==> src/rtl/hazard_ctrl.sv <==
// hazard_ctrl: consumer end of the pipeline hazard encoding.
//
// Combines per-stage Tuse flags, register addresses and result-class codes
// into a D-stage stall and operand forwarding selects. It also owns the
// multiply/divide busy counter, which stalls HI/LO-class instructions in D
// while the MD unit is busy.
//
// Build option: define HAZ_FWD_EN to enable forwarding. Without it, every
// fwd_* output is 0 and D stalls on any E/M producer match of a source it
// reads.
//
// Ports:
//   clk, reset              clock, synchronous active-high reset
//   tuse_rs0/1, tuse_rt0/1/2  D instruction Tuse flags for rs/rt
//   a1_d, a2_d              D rs/rt
//   a1_e, a2_e, a3_e        E rs/rt/dest
//   a2_m, a3_m              M rt/dest
//   a3_w                    W dest
//   res_e, res_m, res_w     result class: 00 none, 01 alu, 10 dm, 11 pc
//   md_use_d                D instruction uses the MD unit
//   md_start_e, md_div_e    E starts mult (md_div_e=0) or div (md_div_e=1)
//   stall                   freeze F/D, bubble E
//   fwd_rs_d, fwd_rt_d      0 GRF, 1 E.pc8, 2 M.alu, 3 M.pc8, 4 W.wd
//   fwd_rs_e, fwd_rt_e      0 pipe reg, 1 M.alu, 2 M.pc8, 3 W.wd
//   fwd_rt_m                0 pipe reg, 1 W.wd
//   md_busy                 MD unit busy
module hazard_ctrl #(
  parameter int unsigned MULT_CYCLES = 5,
  parameter int unsigned DIV_CYCLES  = 10
) (
  input  logic       clk,
  input  logic       reset,
  input  logic       tuse_rs0,
  input  logic       tuse_rs1,
  input  logic       tuse_rt0,
  input  logic       tuse_rt1,
  input  logic       tuse_rt2,
  input  logic [4:0] a1_d,
  input  logic [4:0] a2_d,
  input  logic [4:0] a1_e,
  input  logic [4:0] a2_e,
  input  logic [4:0] a3_e,
  input  logic [4:0] a2_m,
  input  logic [4:0] a3_m,
  input  logic [4:0] a3_w,
  input  logic [1:0] res_e,
  input  logic [1:0] res_m,
  input  logic [1:0] res_w,
  input  logic       md_use_d,
  input  logic       md_start_e,
  input  logic       md_div_e,
  output logic       stall,
  output logic [2:0] fwd_rs_d,
  output logic [2:0] fwd_rt_d,
  output logic [1:0] fwd_rs_e,
  output logic [1:0] fwd_rt_e,
  output logic       fwd_rt_m,
  output logic       md_busy
);

  localparam logic [1:0] RES_NONE = 2'b00;
  localparam logic [1:0] RES_ALU  = 2'b01;
  localparam logic [1:0] RES_DM   = 2'b10;
  localparam logic [1:0] RES_PC   = 2'b11;

  localparam int unsigned MD_MAX = (DIV_CYCLES > MULT_CYCLES) ? DIV_CYCLES : MULT_CYCLES;
  localparam int unsigned CW_RAW = $clog2(MD_MAX + 1);
  localparam int unsigned CW     = (CW_RAW < 4) ? 4 : CW_RAW;

  localparam logic [CW-1:0] MULT_LD = CW'(MULT_CYCLES);
  localparam logic [CW-1:0] DIV_LD  = CW'(DIV_CYCLES);
  localparam logic [CW-1:0] CNT_ONE = CW'(1);

  function automatic logic produces(input logic [1:0] res, input logic [4:0] a3,
                                    input logic [4:0] r);
    return (res != RES_NONE) && (a3 == r) && (r != 5'd0);
  endfunction

  // E/M producers of the D sources
  logic e_rs, e_rt, m_rs, m_rt;
  assign e_rs = produces(res_e, a3_e, a1_d);
  assign e_rt = produces(res_e, a3_e, a2_d);
  assign m_rs = produces(res_m, a3_m, a1_d);
  assign m_rt = produces(res_m, a3_m, a2_d);

  logic data_stall;

`ifdef HAZ_FWD_EN
  function automatic logic [1:0] tnew_e(input logic [1:0] res);
    case (res)
      RES_ALU: return 2'd1;
      RES_DM:  return 2'd2;
      default: return 2'd0;
    endcase
  endfunction

  function automatic logic [1:0] tnew_m(input logic [1:0] res);
    return (res == RES_DM) ? 2'd1 : 2'd0;
  endfunction

  // Any set Tuse flag earlier than the producer's Tnew means the value
  // cannot be forwarded in time.
  function automatic logic too_late(input logic t0, input logic t1, input logic t2,
                                    input logic [1:0] n);
    return (t0 && (n > 2'd0)) || (t1 && (n > 2'd1)) || (t2 && (n > 2'd2));
  endfunction

  logic w_rs, w_rt, m_e1, m_e2, w_e1, w_e2, w_m2;
  assign w_rs = produces(res_w, a3_w, a1_d);
  assign w_rt = produces(res_w, a3_w, a2_d);
  assign m_e1 = produces(res_m, a3_m, a1_e);
  assign m_e2 = produces(res_m, a3_m, a2_e);
  assign w_e1 = produces(res_w, a3_w, a1_e);
  assign w_e2 = produces(res_w, a3_w, a2_e);
  assign w_m2 = produces(res_w, a3_w, a2_m);

  assign data_stall =
      (e_rs && too_late(tuse_rs0, tuse_rs1, 1'b0, tnew_e(res_e))) ||
      (m_rs && too_late(tuse_rs0, tuse_rs1, 1'b0, tnew_m(res_m))) ||
      (e_rt && too_late(tuse_rt0, tuse_rt1, tuse_rt2, tnew_e(res_e))) ||
      (m_rt && too_late(tuse_rt0, tuse_rt1, tuse_rt2, tnew_m(res_m)));

  // Nearest producer wins; if it is not ready yet the select stays 0 and
  // the stall keeps the stale value from being consumed.
  always_comb begin
    fwd_rs_d = '0;
    fwd_rt_d = '0;
    fwd_rs_e = '0;
    fwd_rt_e = '0;
    fwd_rt_m = 1'b0;

    if (e_rs) begin
      if (tnew_e(res_e) == 2'd0) fwd_rs_d = 3'd1;
    end else if (m_rs) begin
      if (tnew_m(res_m) == 2'd0) fwd_rs_d = (res_m == RES_PC) ? 3'd3 : 3'd2;
    end else if (w_rs) begin
      fwd_rs_d = 3'd4;
    end

    if (e_rt) begin
      if (tnew_e(res_e) == 2'd0) fwd_rt_d = 3'd1;
    end else if (m_rt) begin
      if (tnew_m(res_m) == 2'd0) fwd_rt_d = (res_m == RES_PC) ? 3'd3 : 3'd2;
    end else if (w_rt) begin
      fwd_rt_d = 3'd4;
    end

    if (m_e1) begin
      if (tnew_m(res_m) == 2'd0) fwd_rs_e = (res_m == RES_PC) ? 2'd2 : 2'd1;
    end else if (w_e1) begin
      fwd_rs_e = 2'd3;
    end

    if (m_e2) begin
      if (tnew_m(res_m) == 2'd0) fwd_rt_e = (res_m == RES_PC) ? 2'd2 : 2'd1;
    end else if (w_e2) begin
      fwd_rt_e = 2'd3;
    end

    if (w_m2) fwd_rt_m = 1'b1;
  end
`else
  assign data_stall = ((tuse_rs0 || tuse_rs1) && (e_rs || m_rs)) ||
                      ((tuse_rt0 || tuse_rt1 || tuse_rt2) && (e_rt || m_rt));

  assign fwd_rs_d = '0;
  assign fwd_rt_d = '0;
  assign fwd_rs_e = '0;
  assign fwd_rt_e = '0;
  assign fwd_rt_m = 1'b0;

  logic unused_fwd_inputs;
  assign unused_fwd_inputs = ^{a1_e, a2_e, a2_m, a3_w, res_w};
`endif

  // MD busy counter: a start reloads (never accumulates), otherwise count down.
  logic [CW-1:0] md_cnt;

  always_ff @(posedge clk) begin
    if (reset) begin
      md_cnt <= '0;
    end else if (md_start_e) begin
      md_cnt <= md_div_e ? DIV_LD : MULT_LD;
    end else if (md_cnt != '0) begin
      md_cnt <= md_cnt - CNT_ONE;
    end
  end

  assign md_busy = md_start_e || (md_cnt != '0);
  assign stall   = data_stall || (md_use_d && md_busy);

endmodule

==> config.mk <==
export PLATFORM = sky130hd
export DESIGN_NAME = hazard_ctrl
export DESIGN_NICKNAME = d
export VERILOG_FILES = /design/src/rtl/hazard_ctrl.sv
export SDC_FILE = /design/constraint.sdc
export NUM_CORES = 1
export LEC_CHECK = 0
export CAP_MARGIN = 20
export CORE_MARGIN = 2
export CORE_UTILIZATION = 29
export DETAILED_ROUTE_END_ITERATION = 8
export PLACE_DENSITY = 0.89
export RECOVER_POWER = 100
export SLEW_MARGIN = 20
export SYNTH_ARGS = -nofsm -noshare
export SYNTH_HDL_FRONTEND = slang
export SYNTH_SLANG_ARGS = --single-unit
==> constraint.sdc <==
create_clock -name clk -period 3.7 [get_ports clk]
set_input_delay 0.74 -clock clk [delete_from_list [all_inputs] [get_ports clk]]
set_output_delay 0.74 -clock clk [all_outputs]
set_load 0.01 [all_outputs]
==> report_table.html, run 1 <==
<table>
<tr><th>Metric</th><th>Value</th></tr>
<tr><th colspan="2">Setup path</th></tr>
<tr><td>Data arrival at the endpoint of the critical path</td><td>2720 ps</td></tr>
<tr><td>Critical R2R Capture</td><td>md_cnt[0]</td></tr>
<tr><td>Slack of the worst reg-to-reg path</td><td>2320 ps</td></tr>
<tr><td>Maximum fanout count along the critical path</td><td>3</td></tr>
<tr><td>Type of element launching the critical path</td><td>input port</td></tr>
<tr><td>Worst Setup End Kind</td><td>output pin</td></tr>
<tr><td>R2r worst-path depth</td><td>6</td></tr>
<tr><td>WP data required</td><td>2960 ps</td></tr>
<tr><td>Reg-to-reg critical path startpoint</td><td>md_cnt[0]</td></tr>
<tr><td>Type of the setup path with the least slack</td><td>input port to output pin</td></tr>
<tr><th colspan="2">Route</th></tr>
<tr><td>WL met2</td><td>882 um</td></tr>
<tr><td>Iteration-0 DRC Markers</td><td>5</td></tr>
<tr><td>Vias post-DR</td><td>654</td></tr>
<tr><td>Pre-Repair DR Iteration Count</td><td>5</td></tr>
<tr><td>Total DRC errors in the routed layout</td><td>0</td></tr>
<tr><td>Met1 routed wirelength after detailed routing</td><td>570 um</td></tr>
<tr><td>Met3 Routed Length</td><td>89 um</td></tr>
<tr><td>Uppermost metal layer occupied by signal nets</td><td>met4</td></tr>
<tr><td>Routed WL</td><td>1.564 mm</td></tr>
<tr><td>DRT antenna net count</td><td>0</td></tr>
<tr><td>Number of vias per cell</td><td>4.705</td></tr>
<tr><td>Wire length per cell after detailed routing</td><td>11.25 um</td></tr>
<tr><th colspan="2">Cells and area</th></tr>
<tr><td>Number of nets in the final layout</td><td>172</td></tr>
<tr><td>Number of flip-flops in the largest register</td><td>4</td></tr>
<tr><td>Biggest regs</td><td>md_cnt (4)</td></tr>
<tr><td>Most common cell after layout, fill and taps aside</td><td>clkdlybuf4s50_1</td></tr>
<tr><td>Register containing the most flip-flops in the final layout</td><td>md_cnt</td></tr>
<tr><td>Final std cell area, no fill</td><td>982.2 um2</td></tr>
<tr><td>Area growth from synthesis to final layout</td><td>58.27%</td></tr>
<tr><td>Highest-count cells in the layout ignoring fill and taps</td><td>32 x clkdlybuf4s50_1, 22 x xor2_1, 11 x conb_1</td></tr>
<tr><td>Fraction of layout instances using a drive strength above 1</td><td>0.07143</td></tr>
<tr><td>Number of inserted diodes</td><td>0</td></tr>
<tr><th colspan="2">Clocking</th></tr>
<tr><td>Clock tree from TritonCTS</td><td>yes</td></tr>
<tr><td>Number of clock sinks seen by CTS</td><td>4</td></tr>
<tr><td>Number of hold buffers added after cts</td><td>0</td></tr>
<tr><td>CTS HTree Levels</td><td>1</td></tr>
<tr><td>Post-CTS clock slew at the launch and capture registers of the worst setup and hold paths</td><td>40 ps</td></tr>
<tr><td>Insertion delay of the later-clocked pin in the worst-skew pair</td><td>230 ps</td></tr>
<tr><td>Setup bufs post-CTS</td><td>0</td></tr>
<tr><td>Clock buffers created by TritonCTS</td><td>3</td></tr>
<tr><td>Quantity of gates resized following cts</td><td>0</td></tr>
<tr><td>Maximum count of clock buffers along a single path</td><td>2</td></tr>
<tr><td>Clk root buf</td><td>clkbuf_4</td></tr>
<tr><th colspan="2">STA</th></tr>
<tr><td>Max Fclk</td><td>288.6 MHz</td></tr>
<tr><td>Endpoints failing hold</td><td>0</td></tr>
<tr><td>Post-route worst hold slack</td><td>477.2 ps</td></tr>
<tr><td>Shortest clock period the worst path allows after layout</td><td>3465 ps</td></tr>
<tr><td>Final max-slew violation count</td><td>0</td></tr>
<tr><td>Sum of negative setup slack</td><td>0 ps</td></tr>
<tr><td>Setup clock skew after layout</td><td>1.366 ps</td></tr>
<tr><td>Setup repair after global routing missed its margin</td><td>no</td></tr>
<tr><td>Period utilization</td><td>0.9364</td></tr>
<tr><td>Setup Viol. Count Final</td><td>0</td></tr>
<tr><th colspan="2">Floorplan</th></tr>
<tr><td>Std-Cell Core Area</td><td>1982 um2</td></tr>
<tr><td>I/O pin count</td><td>69</td></tr>
<tr><td>Initial standard-cell utilization of the core</td><td>0.3131</td></tr>
<tr><td>Die height</td><td>50.26 um</td></tr>
<tr><td>Total Die Area</td><td>2526 um2</td></tr>
<tr><td>Site row count</td><td>16</td></tr>
<tr><td>Chip width</td><td>50.26 um</td></tr>
<tr><th colspan="2">Worst hold path</th></tr>
<tr><td>Sink of the worst hold path</td><td>md_cnt[1]</td></tr>
<tr><td>Worst min path class</td><td>register to register</td></tr>
<tr><td>Number of cells traversed by the worst hold path</td><td>2</td></tr>
<tr><td>Startpoint of the most critical hold path</td><td>md_cnt[1]</td></tr>
<tr><th colspan="2">Logic synthesis</th></tr>
<tr><td>Distinct cell type count after synthesis</td><td>24</td></tr>
<tr><td>Area share of the largest cell type after synthesis</td><td>0.3105</td></tr>
<tr><td>Number of enable flip-flop cells after synthesis</td><td>0</td></tr>
<tr><td>Number of warnings reported in the yosys synthesis log</td><td>0</td></tr>
<tr><td>Cell types with the largest area share after synthesis</td><td>xor2_1 31%, buf_4 13%, dfxtp_1 13%</td></tr>
<tr><td>Cell type with the largest total area after synthesis</td><td>xor2_1</td></tr>
<tr><td>Sequential-to-total area share from yosys stat</td><td>0.1290</td></tr>
<tr><td>Summed instance area of the synthesized netlist</td><td>620.6 um2</td></tr>
<tr><td>Number of flip-flops and latches in the synthesized netlist</td><td>4</td></tr>
<tr><td>Post-synthesis cell count</td><td>75</td></tr>
<tr><td>Asr flop ratio synth</td><td>0</td></tr>
<tr><td>Synthesized area per cell</td><td>8.275 um2</td></tr>
<tr><td>Ys flop type</td><td>dfxtp_1</td></tr>
<tr><th colspan="2">Global routing</th></tr>
<tr><td>First-pass GRT wire length</td><td>2.401 mm</td></tr>
<tr><td>Total GRT Usage</td><td>0.1241</td></tr>
<tr><td>Largest net degree at the start of global routing</td><td>7</td></tr>
<tr><td>Leftover overflow at the end of global routing</td><td>0</td></tr>
<tr><td>Vias in the first global route</td><td>625</td></tr>
<tr><td>Initial antenna violation count</td><td>0</td></tr>
<tr><th colspan="2">Placed design</th></tr>
<tr><td>Placer's final routability congestion estimate</td><td>0.7321</td></tr>
<tr><td>Number of port buffers</td><td>35</td></tr>
<tr><td>Placed standard-cell area</td><td>959.7 um2</td></tr>
<tr><td>Final HPWL DP</td><td>1.344 mm</td></tr>
<tr><th colspan="2">Run status</th></tr>
<tr><td>Result of the run</td><td>complete, no violations</td></tr>
<tr><th colspan="2">Power</th></tr>
<tr><td>Power after layout</td><td>0.2250 mW</td></tr>
<tr><td>Power per cell area</td><td>229.1 nW/um2</td></tr>
<tr><td>Worst vdd ir</td><td>0.1589 mV</td></tr>
<tr><td>Leakage component of the power</td><td>0.4083 nW</td></tr>
<tr><th colspan="2">Run</th></tr>
<tr><td>Maximum Capacitance Violations</td><td>0</td></tr>
</table>
-- metrics by stage --
| step | setup slack [ps] | cells | util |
|---|---|---|---|
| 2_1_floorplan | 1447 | 85 | - |
| 3_3_place_gp | 343.0 | 136 | 0.4842 |
| 3_5_place_dp | 305.2 | 136 | 0.4842 |
| 4_1_cts | 299.6 | 139 | 0.4956 |
| 5_1_grt | 146.3 | 139 | 0.4956 |
| 6_report | 235.3 | 139 | 0.4956 |
-- worst max-delay path, stage by stage --
cell	delay, ps
clkdlybuf4s50_1	470
xor2_1	170
nor4_1	380
a22oi_1	180
o221ai_2	160
dlygate4sd3_1	620
-- routing by layer --
layer / track usage / vias to the layer above
met5: 0 / -
met4: 0.09722 / 0
met3: 0.01488 / 2
met2: 0.2522 / 29
met1: 0.1049 / 311
li1: - / 312
-- synthesized netlist by cell type (2+ instances only) --
library cell,instances
xor2_1,22
buf_4,11
nor2_1,7
dfxtp_1,4
nor4_1,4
nand2_1,3
a21oi_1,2
a22oi_1,2
ha_1,2
inv_1,2
nand2b_1,2
nor3_1,2
-- kinds of logic (layout without fill, tap and decap cells) --
logic type / count (synthesis) / in the layout / synth area share
compound gates: 10 / 10 / 0.1492
buf+inv: 14 / 41 / 0.1512
flops: 4 / 4 / 0.1290
simple gates: 22 / 22 / 0.2137
other cells: 1 / 11 / 0.006043
xor+xnor: 22 / 22 / 0.3105
fa+ha+maj: 2 / 2 / 0.04032
-- how the worst max path moves through the flow --
stage / from / endpoint / slack (ps) / depth (start not counted)
floorplan: a1_d[1] / stall / 1450 / 3
global placement: a3_e[3] / stall / 340 / 6
detailed placement: a1_d[1] / stall / 310 / 6
CTS: a1_d[1] / stall / 300 / 6
global route: a3_e[3] / stall / 150 / 6
finish: a1_d[1] / stall / 240 / 6
-- report_power, final --
part	total [mW]	switching, mW	internal [mW]
combinational	0.115	0.0503	0.0649
sequential	0.0575	0.00756	0.0499
clock	0.0524	0.0162	0.0362
-- area by class of cell --
type | count | area [um2]
fillers | 183 | 999.7
multi-input cells | 67 | 484.2
repair buffers | 35 | 350.3
flip-flops and latches | 4 | 80.08
well taps | 27 | 33.78
clock buffers | 3 | 22.52
inverters | 3 | 11.26
(Power assumes the default switching activity.)
==> inputs of run 2 (changes only) <==
--- a/config.mk
+++ b/config.mk
@@ -6,7 +6,6 @@
 export NUM_CORES = 1
 export LEC_CHECK = 0
 export CAP_MARGIN = 20
-export CORE_MARGIN = 2
 export CORE_UTILIZATION = 29
 export DETAILED_ROUTE_END_ITERATION = 8
 export PLACE_DENSITY = 0.89
==> run 2 against run 1 <==
Compared with the run above:
- design area is the same
- total power shrank 0.68%
- first-iteration DRC count grew 40%
- sequential share of layout area is the same
- sequential power shrank 0.9%
- largest power group unchanged
==> report_table.html, run 2 (synthesis results as in run 1) <==
<table>
<tr><th>Metric</th><th>Value</th></tr>
<tr><th colspan="2">Floorplan</th></tr>
<tr><td>Site row count</td><td>16 (unchanged)</td></tr>
<tr><td>I/O pin count</td><td>69 (unchanged)</td></tr>
<tr><td>Chip width</td><td>48.26 um (-4.0%)</td></tr>
<tr><td>Std-Cell Core Area</td><td>1982 um2 (unchanged)</td></tr>
<tr><td>Total Die Area</td><td>2329 um2 (-7.8%)</td></tr>
<tr><td>Initial standard-cell utilization of the core</td><td>0.3131 (unchanged)</td></tr>
<tr><td>Die height</td><td>48.26 um (-4.0%)</td></tr>
<tr><th colspan="2">Setup path</th></tr>
<tr><td>Chain of cells forming the critical path</td><td>clkdlybuf4s50_1 &gt; or4_1 &gt; o22ai_1 &gt; o221ai_2 &gt; dlygate4sd3_1</td></tr>
<tr><td>Type of the setup path with the least slack</td><td>input port to output pin</td></tr>
<tr><td>Data arrival at the endpoint of the critical path</td><td>2670 ps (-50 ps)</td></tr>
<tr><td>Cell with the biggest individual delay on the critical path</td><td>dlygate4sd3_1</td></tr>
<tr><td>Maximum fanout count along the critical path</td><td>3 (unchanged)</td></tr>
<tr><td>Worst Setup End Kind</td><td>output pin</td></tr>
<tr><td>WP data required</td><td>2960 ps (about the same)</td></tr>
<tr><td>Longest individual stage delay on the worst path</td><td>610 ps (about the same)</td></tr>
<tr><td>Type of element launching the critical path</td><td>input port</td></tr>
<tr><th colspan="2">Global routing</th></tr>
<tr><td>Leftover overflow at the end of global routing</td><td>0 (unchanged)</td></tr>
<tr><td>First-pass GRT wire length</td><td>2.118 mm (-12%)</td></tr>
<tr><td>Vias in the first global route</td><td>584 (-6.6%)</td></tr>
<tr><td>Initial antenna violation count</td><td>0 (unchanged)</td></tr>
<tr><td>Largest net degree at the start of global routing</td><td>7 (unchanged)</td></tr>
<tr><td>Total GRT Usage</td><td>0.1323 (+0.008177)</td></tr>
<tr><th colspan="2">Clocking</th></tr>
<tr><td>CTS HTree Levels</td><td>1 (unchanged)</td></tr>
<tr><td>Clk root buf</td><td>clkbuf_4</td></tr>
<tr><td>Clock tree from TritonCTS</td><td>yes</td></tr>
<tr><td>Number of hold buffers added after cts</td><td>0 (unchanged)</td></tr>
<tr><td>Quantity of gates resized following cts</td><td>0 (unchanged)</td></tr>
<tr><td>Number of clock sinks seen by CTS</td><td>4 (unchanged)</td></tr>
<tr><td>Clock buffers created by TritonCTS</td><td>3 (unchanged)</td></tr>
<tr><td>Maximum count of clock buffers along a single path</td><td>2 (unchanged)</td></tr>
<tr><td>Insertion delay of the later-clocked pin in the worst-skew pair</td><td>230 ps (about the same)</td></tr>
<tr><td>Post-CTS clock slew at the launch and capture registers of the worst setup and hold paths</td><td>40 ps (about the same)</td></tr>
<tr><td>Setup bufs post-CTS</td><td>0 (unchanged)</td></tr>
<tr><th colspan="2">Placed design</th></tr>
<tr><td>Number of port buffers</td><td>35 (unchanged)</td></tr>
<tr><td>Final HPWL DP</td><td>1.278 mm (-4.9%)</td></tr>
<tr><td>Worst-case setup slack after placement</td><td>341.3 ps (+36.08 ps)</td></tr>
<tr><td>Placed standard-cell area</td><td>959.7 um2 (unchanged)</td></tr>
<tr><td>Placer's final routability congestion estimate</td><td>0.7565 (+3.3%)</td></tr>
<tr><th colspan="2">Cells and area</th></tr>
<tr><td>Biggest regs</td><td>md_cnt (4)</td></tr>
<tr><td>Fraction of layout instances using a drive strength above 1</td><td>0.07143 (unchanged)</td></tr>
<tr><td>Final std cell area, no fill</td><td>982.2 um2 (unchanged)</td></tr>
<tr><td>Most common cell after layout, fill and taps aside</td><td>clkdlybuf4s50_1</td></tr>
<tr><td>Number of flip-flops in the largest register</td><td>4 (unchanged)</td></tr>
<tr><td>Area growth from synthesis to final layout</td><td>58.27% (unchanged)</td></tr>
<tr><td>Register containing the most flip-flops in the final layout</td><td>md_cnt</td></tr>
<tr><td>Utilization of the core after routing</td><td>0.4956 (unchanged)</td></tr>
<tr><td>Number of nets in the final layout</td><td>172 (unchanged)</td></tr>
<tr><td>Highest-count cells in the layout ignoring fill and taps</td><td>32 x clkdlybuf4s50_1, 22 x xor2_1, 11 x conb_1</td></tr>
<tr><td>Number of inserted diodes</td><td>0 (unchanged)</td></tr>
<tr><th colspan="2">Worst hold path</th></tr>
<tr><td>Worst min path class</td><td>register to register</td></tr>
<tr><th colspan="2">STA</th></tr>
<tr><td>Setup Viol. Count Final</td><td>0 (unchanged)</td></tr>
<tr><td>Worst setup margin</td><td>287.6 ps (+52.33 ps)</td></tr>
<tr><td>Sum of negative setup slack</td><td>0 ps (unchanged)</td></tr>
<tr><td>Final max-slew violation count</td><td>0 (unchanged)</td></tr>
<tr><td>Max Fclk</td><td>293.0 MHz (+1.5%)</td></tr>
<tr><td>Endpoints failing hold</td><td>0 (unchanged)</td></tr>
<tr><td>Shortest clock period the worst path allows after layout</td><td>3412 ps (-52.33 ps)</td></tr>
<tr><td>Period utilization</td><td>0.9223 (-0.01414)</td></tr>
<tr><td>Setup repair after global routing missed its margin</td><td>no</td></tr>
<tr><td>Setup clock skew after layout</td><td>2.198 ps (+0.8329 ps)</td></tr>
<tr><th colspan="2">Route</th></tr>
<tr><td>Wire length per cell after detailed routing</td><td>10.28 um (-8.6%)</td></tr>
<tr><td>Iteration-0 DRC Markers</td><td>7 (+2)</td></tr>
<tr><td>Routed WL</td><td>1.429 mm (-8.6%)</td></tr>
<tr><td>DRT antenna net count</td><td>0 (unchanged)</td></tr>
<tr><td>Number of vias per cell</td><td>4.489 (-4.6%)</td></tr>
<tr><td>Vias post-DR</td><td>624 (-4.6%)</td></tr>
<tr><td>Total DRC errors in the routed layout</td><td>0 (unchanged)</td></tr>
<tr><td>Pre-Repair DR Iteration Count</td><td>4 (-1)</td></tr>
<tr><th colspan="2">Run status</th></tr>
<tr><td>Result of the run</td><td>complete, no violations</td></tr>
<tr><th colspan="2">Power</th></tr>
<tr><td>Power after layout</td><td>0.2235 mW (-0.68%)</td></tr>
<tr><td>Power per cell area</td><td>227.5 nW/um2 (-0.68%)</td></tr>
<tr><td>Leakage component of the power</td><td>0.4083 nW (unchanged)</td></tr>
<tr><td>Worst vdd ir</td><td>0.1804 mV (+13%)</td></tr>
<tr><th colspan="2">Run</th></tr>
<tr><td>Maximum Capacitance Violations</td><td>0 (unchanged)</td></tr>
</table>
==> run 2: cell counts in the layout (fill, tap and decap cells not counted) <==
No cell type changed its count.
==> run 2: worst max-delay path, delay by kind of cell <==
kind                   cells  cell delay [ps]
buffers and inverters      2             1070
and+or+nand+nor            1              570
AOI/OAI and AO/OA          2              290
==> run 2: final timing paths <==
kind                    end  slack (ps)  cells past startpoint      start
setup / recovery      stall         290                      5    a1_d[1]
hold / removal    md_cnt[1]         470                      2  md_cnt[1]
setup reg to reg  md_cnt[0]        2310                      6  md_cnt[0]
hold reg to reg   md_cnt[1]         470                      2  md_cnt[1]
==> run 2: metrics by stage <==
| stage | hold WS (ps) | std cells |
|---|---|---|
| 2_1_floorplan | 439.5 | 85 |
| 3_3_place_gp | 461.5 | 136 |
| 3_5_place_dp | 469.3 | 136 |
| 4_1_cts | 474.0 | 139 |
| 5_1_grt | 508.6 | 139 |
| 6_report | 471.9 | 139 |
==> run 2: area by class of cell <==
class	instances	area, um2
Fill cell	184	999.7
Multi-Input combinational cell	67	484.2
Timing Repair Buffer	35	350.3
Sequential cell	4	80.08
Tap cell	27	33.78
Clock buffer	3	22.52
Inverter	3	11.26
==> run 2: routing by layer <==
layer,vias up,GRT usage,wire (um)
met5,-,0,0
met4,0,0.07778,31
met3,4,0.01111,95
met2,28,0.2773,812
met1,280,0.1178,489
li1,312,-,-
==> run 2: power breakdown <==
part	internal, mW	switching, mW	total [mW]
sequential	0.0499	0.00707	0.0570
clock	0.0362	0.0163	0.0524
combinational	0.0648	0.0493	0.114
total	0.151	0.0726	0.223
==> inputs of run 3 (changes only) <==
--- a/config.mk
+++ b/config.mk
@@ -6,6 +6,7 @@
 export NUM_CORES = 1
 export LEC_CHECK = 0
 export CAP_MARGIN = 20
+export CORE_MARGIN = 3
 export CORE_UTILIZATION = 29
 export DETAILED_ROUTE_END_ITERATION = 8
 export PLACE_DENSITY = 0.89
==> run 3 against run 2 <==
Compared with the run above:
- clock power increased by 5.0%
- largest power group unchanged
- via count is 1.3% lower
- flip-flop and latch count is the same
- critical path depth unchanged
- final cell count did not move
- maximum frequency is 0.62% lower
- highest routed layer is now met3
- critical endpoint unchanged
==> report_table.html, run 3 (synthesis results as in run 1) <==
<table>
<tr><th>Metric</th><th>Value</th></tr>
<tr><th colspan="2">Run status</th></tr>
<tr><td>Result of the run</td><td>complete, no violations</td></tr>
<tr><th colspan="2">Clocking</th></tr>
<tr><td>Quantity of gates resized following cts</td><td>0 (unchanged)</td></tr>
<tr><td>Setup bufs post-CTS</td><td>0 (unchanged)</td></tr>
<tr><td>Maximum count of clock buffers along a single path</td><td>2 (unchanged)</td></tr>
<tr><td>Clock tree from TritonCTS</td><td>yes</td></tr>
<tr><td>Number of clock sinks seen by CTS</td><td>4 (unchanged)</td></tr>
<tr><td>Clk root buf</td><td>clkbuf_4</td></tr>
<tr><td>CTS HTree Levels</td><td>1 (unchanged)</td></tr>
<tr><td>Clock buffers created by TritonCTS</td><td>3 (unchanged)</td></tr>
<tr><td>Post-CTS clock slew at the launch and capture registers of the worst setup and hold paths</td><td>40 ps (about the same)</td></tr>
<tr><td>Number of hold buffers added after cts</td><td>0 (unchanged)</td></tr>
<tr><td>Insertion delay of the later-clocked pin in the worst-skew pair</td><td>240 ps (about the same)</td></tr>
<tr><th colspan="2">Setup path</th></tr>
<tr><td>Reg-to-reg critical path startpoint</td><td>md_cnt[0]</td></tr>
<tr><td>R2r worst-path depth</td><td>6 (unchanged)</td></tr>
<tr><td>Maximum fanout count along the critical path</td><td>3 (unchanged)</td></tr>
<tr><td>Chain of cells forming the critical path</td><td>clkdlybuf4s50_1 &gt; or4_1 &gt; o22ai_1 &gt; o221ai_2 &gt; dlygate4sd3_1</td></tr>
<tr><td>Worst Setup End Kind</td><td>output pin</td></tr>
<tr><td>Type of element launching the critical path</td><td>input port</td></tr>
<tr><td>Critical R2R Capture</td><td>md_cnt[0]</td></tr>
<tr><td>Data arrival at the endpoint of the critical path</td><td>2690 ps (+20 ps)</td></tr>
<tr><td>Longest individual stage delay on the worst path</td><td>610 ps (about the same)</td></tr>
<tr><td>WP data required</td><td>2960 ps (about the same)</td></tr>
<tr><td>Slack of the worst reg-to-reg path</td><td>2330 ps (+20 ps)</td></tr>
<tr><td>Cell with the biggest individual delay on the critical path</td><td>dlygate4sd3_1</td></tr>
<tr><td>Type of the setup path with the least slack</td><td>input port to output pin</td></tr>
<tr><th colspan="2">Run</th></tr>
<tr><td>Maximum Capacitance Violations</td><td>0 (unchanged)</td></tr>
<tr><th colspan="2">Route</th></tr>
<tr><td>Uppermost metal layer occupied by signal nets</td><td>met3</td></tr>
<tr><td>Vias post-DR</td><td>616 (-1.3%)</td></tr>
<tr><td>Wire length per cell after detailed routing</td><td>11.30 um (+9.9%)</td></tr>
<tr><td>Total DRC errors in the routed layout</td><td>0 (unchanged)</td></tr>
<tr><td>Pre-Repair DR Iteration Count</td><td>4 (unchanged)</td></tr>
<tr><td>Iteration-0 DRC Markers</td><td>5 (-2)</td></tr>
<tr><td>DRT antenna net count</td><td>0 (unchanged)</td></tr>
<tr><td>Met3 Routed Length</td><td>156 um (+64%)</td></tr>
<tr><td>Met1 routed wirelength after detailed routing</td><td>552 um (+13%)</td></tr>
<tr><td>Routed WL</td><td>1.571 mm (+9.9%)</td></tr>
<tr><td>WL met2</td><td>862 um (+6.2%)</td></tr>
<tr><td>Number of vias per cell</td><td>4.432 (-1.3%)</td></tr>
<tr><th colspan="2">STA</th></tr>
<tr><td>Setup clock skew after layout</td><td>6.592 ps (+4.394 ps)</td></tr>
<tr><td>Period utilization</td><td>0.9281 (+0.005792)</td></tr>
<tr><td>Setup repair after global routing missed its margin</td><td>no</td></tr>
<tr><td>Setup Viol. Count Final</td><td>0 (unchanged)</td></tr>
<tr><td>Max Fclk</td><td>291.2 MHz (-0.62%)</td></tr>
<tr><td>Worst setup margin</td><td>266.2 ps (-21.43 ps)</td></tr>
<tr><td>Endpoints failing hold</td><td>0 (unchanged)</td></tr>
<tr><td>Shortest clock period the worst path allows after layout</td><td>3434 ps (+21.43 ps)</td></tr>
<tr><td>Final max-slew violation count</td><td>0 (unchanged)</td></tr>
<tr><td>Sum of negative setup slack</td><td>0 ps (unchanged)</td></tr>
<tr><th colspan="2">Global routing</th></tr>
<tr><td>First-pass GRT wire length</td><td>2.339 mm (+10%)</td></tr>
<tr><td>Initial antenna violation count</td><td>0 (unchanged)</td></tr>
<tr><td>Largest net degree at the start of global routing</td><td>7 (unchanged)</td></tr>
<tr><td>Leftover overflow at the end of global routing</td><td>0 (unchanged)</td></tr>
<tr><td>Total GRT Usage</td><td>0.1113 (-0.02101)</td></tr>
<tr><td>Vias in the first global route</td><td>618 (+5.8%)</td></tr>
<tr><th colspan="2">Floorplan</th></tr>
<tr><td>Chip width</td><td>52.26 um (+8.3%)</td></tr>
<tr><td>Die height</td><td>52.26 um (+8.3%)</td></tr>
<tr><td>Total Die Area</td><td>2731 um2 (+17%)</td></tr>
<tr><td>Std-Cell Core Area</td><td>2002 um2 (+1.0%)</td></tr>
<tr><td>I/O pin count</td><td>69 (unchanged)</td></tr>
<tr><td>Site row count</td><td>16 (unchanged)</td></tr>
<tr><td>Initial standard-cell utilization of the core</td><td>0.3100 (-0.003131)</td></tr>
<tr><th colspan="2">Cells and area</th></tr>
<tr><td>Filler cell count in the final layout</td><td>183 (-0.54%)</td></tr>
<tr><td>Area growth from synthesis to final layout</td><td>58.27% (unchanged)</td></tr>
<tr><td>Number of inserted diodes</td><td>0 (unchanged)</td></tr>
<tr><td>Register containing the most flip-flops in the final layout</td><td>md_cnt</td></tr>
<tr><td>Fraction of layout instances using a drive strength above 1</td><td>0.07143 (unchanged)</td></tr>
<tr><td>Highest-count cells in the layout ignoring fill and taps</td><td>32 x clkdlybuf4s50_1, 22 x xor2_1, 11 x conb_1</td></tr>
<tr><td>Most common cell after layout, fill and taps aside</td><td>clkdlybuf4s50_1</td></tr>
<tr><td>Number of nets in the final layout</td><td>172 (unchanged)</td></tr>
<tr><td>Biggest regs</td><td>md_cnt (4)</td></tr>
<tr><td>Number of flip-flops in the largest register</td><td>4 (unchanged)</td></tr>
<tr><th colspan="2">Placed design</th></tr>
<tr><td>Final HPWL DP</td><td>1.330 mm (+4.0%)</td></tr>
<tr><td>Worst-case setup slack after placement</td><td>316.5 ps (-24.73 ps)</td></tr>
<tr><td>Number of port buffers</td><td>35 (unchanged)</td></tr>
<tr><td>Placer's final routability congestion estimate</td><td>0.8036 (+6.2%)</td></tr>
<tr><th colspan="2">Power</th></tr>
<tr><td>Leakage component of the power</td><td>0.4083 nW (unchanged)</td></tr>
<tr><td>Power per cell area</td><td>232.1 nW/um2 (+2.0%)</td></tr>
<tr><td>Worst vdd ir</td><td>0.1952 mV (+8.2%)</td></tr>
<tr><td>Power after layout</td><td>0.2279 mW (+2.0%)</td></tr>
<tr><th colspan="2">Worst hold path</th></tr>
<tr><td>Startpoint of the most critical hold path</td><td>md_cnt[1]</td></tr>
<tr><td>Sink of the worst hold path</td><td>md_cnt[1]</td></tr>
<tr><td>Number of cells traversed by the worst hold path</td><td>2 (unchanged)</td></tr>
<tr><td>Worst min path class</td><td>register to register</td></tr>
</table>
[run 3: cell counts in the layout (fill, tap and decap cells not counted)]
No cell type changed its count.
[run 3: through the flow]
stage / hold WS, ps / utilization / cells / cell area (um2)
after detailed placement: 464.3 / 0.4794 / 136 / 959.7
after CTS: 469.9 / 0.4906 / 139 / 982.2
final: 470.6 / 0.4906 / 139 / 982.2
after floorplan: 439.5 / - / 85 / 658.1
after global placement: 462.2 / 0.4794 / 136 / 959.7
after global routing: 501.9 / 0.4906 / 139 / 982.2
[run 3: critical path: cells and delay by family]
kind                   cells  cell delay, ps
buffers and inverters      2            1070
and+or+nand+nor            1             580
AOI/OAI and AO/OA          2             300
[run 3: metal layers]
layer	global-route usage	up-vias
met5	0	-
met4	0.02553	0
met3	0.02564	0
met2	0.2259	32
met1	0.1115	271
li1	-	313
[run 3: report_power, final]
group          switching [mW]  total [mW]  internal [mW]
clock network          0.0186      0.0550         0.0363
registers             0.00723      0.0571         0.0499
logic                  0.0509       0.116         0.0650
total                  0.0767       0.228          0.151
[run 3: final cells by class]
class / count / area [um2] / area share
Clock buffer: 3 / 22.52 / 0.02293
Timing Repair Buffer: 35 / 350.3 / 0.3567
Sequential cell: 4 / 80.08 / 0.08153
Multi-Input combinational cell: 67 / 484.2 / 0.4930
Inverter: 3 / 11.26 / 0.01146
Tap cell: 27 / 33.78 / 0.03439
[run 3: worst max-delay path by stage]
stage | start | depth (start not counted) | slack (ps) | end
2_1_floorplan | a1_d[1] | 3 | 1450 | stall
3_3_place_gp | a3_e[3] | 6 | 320 | stall
3_5_place_dp | a3_e[3] | 6 | 320 | stall
4_1_cts | a3_e[3] | 6 | 310 | stall
5_1_grt | a1_d[1] | 5 | 180 | stall
6_report | a1_d[1] | 5 | 270 | stall
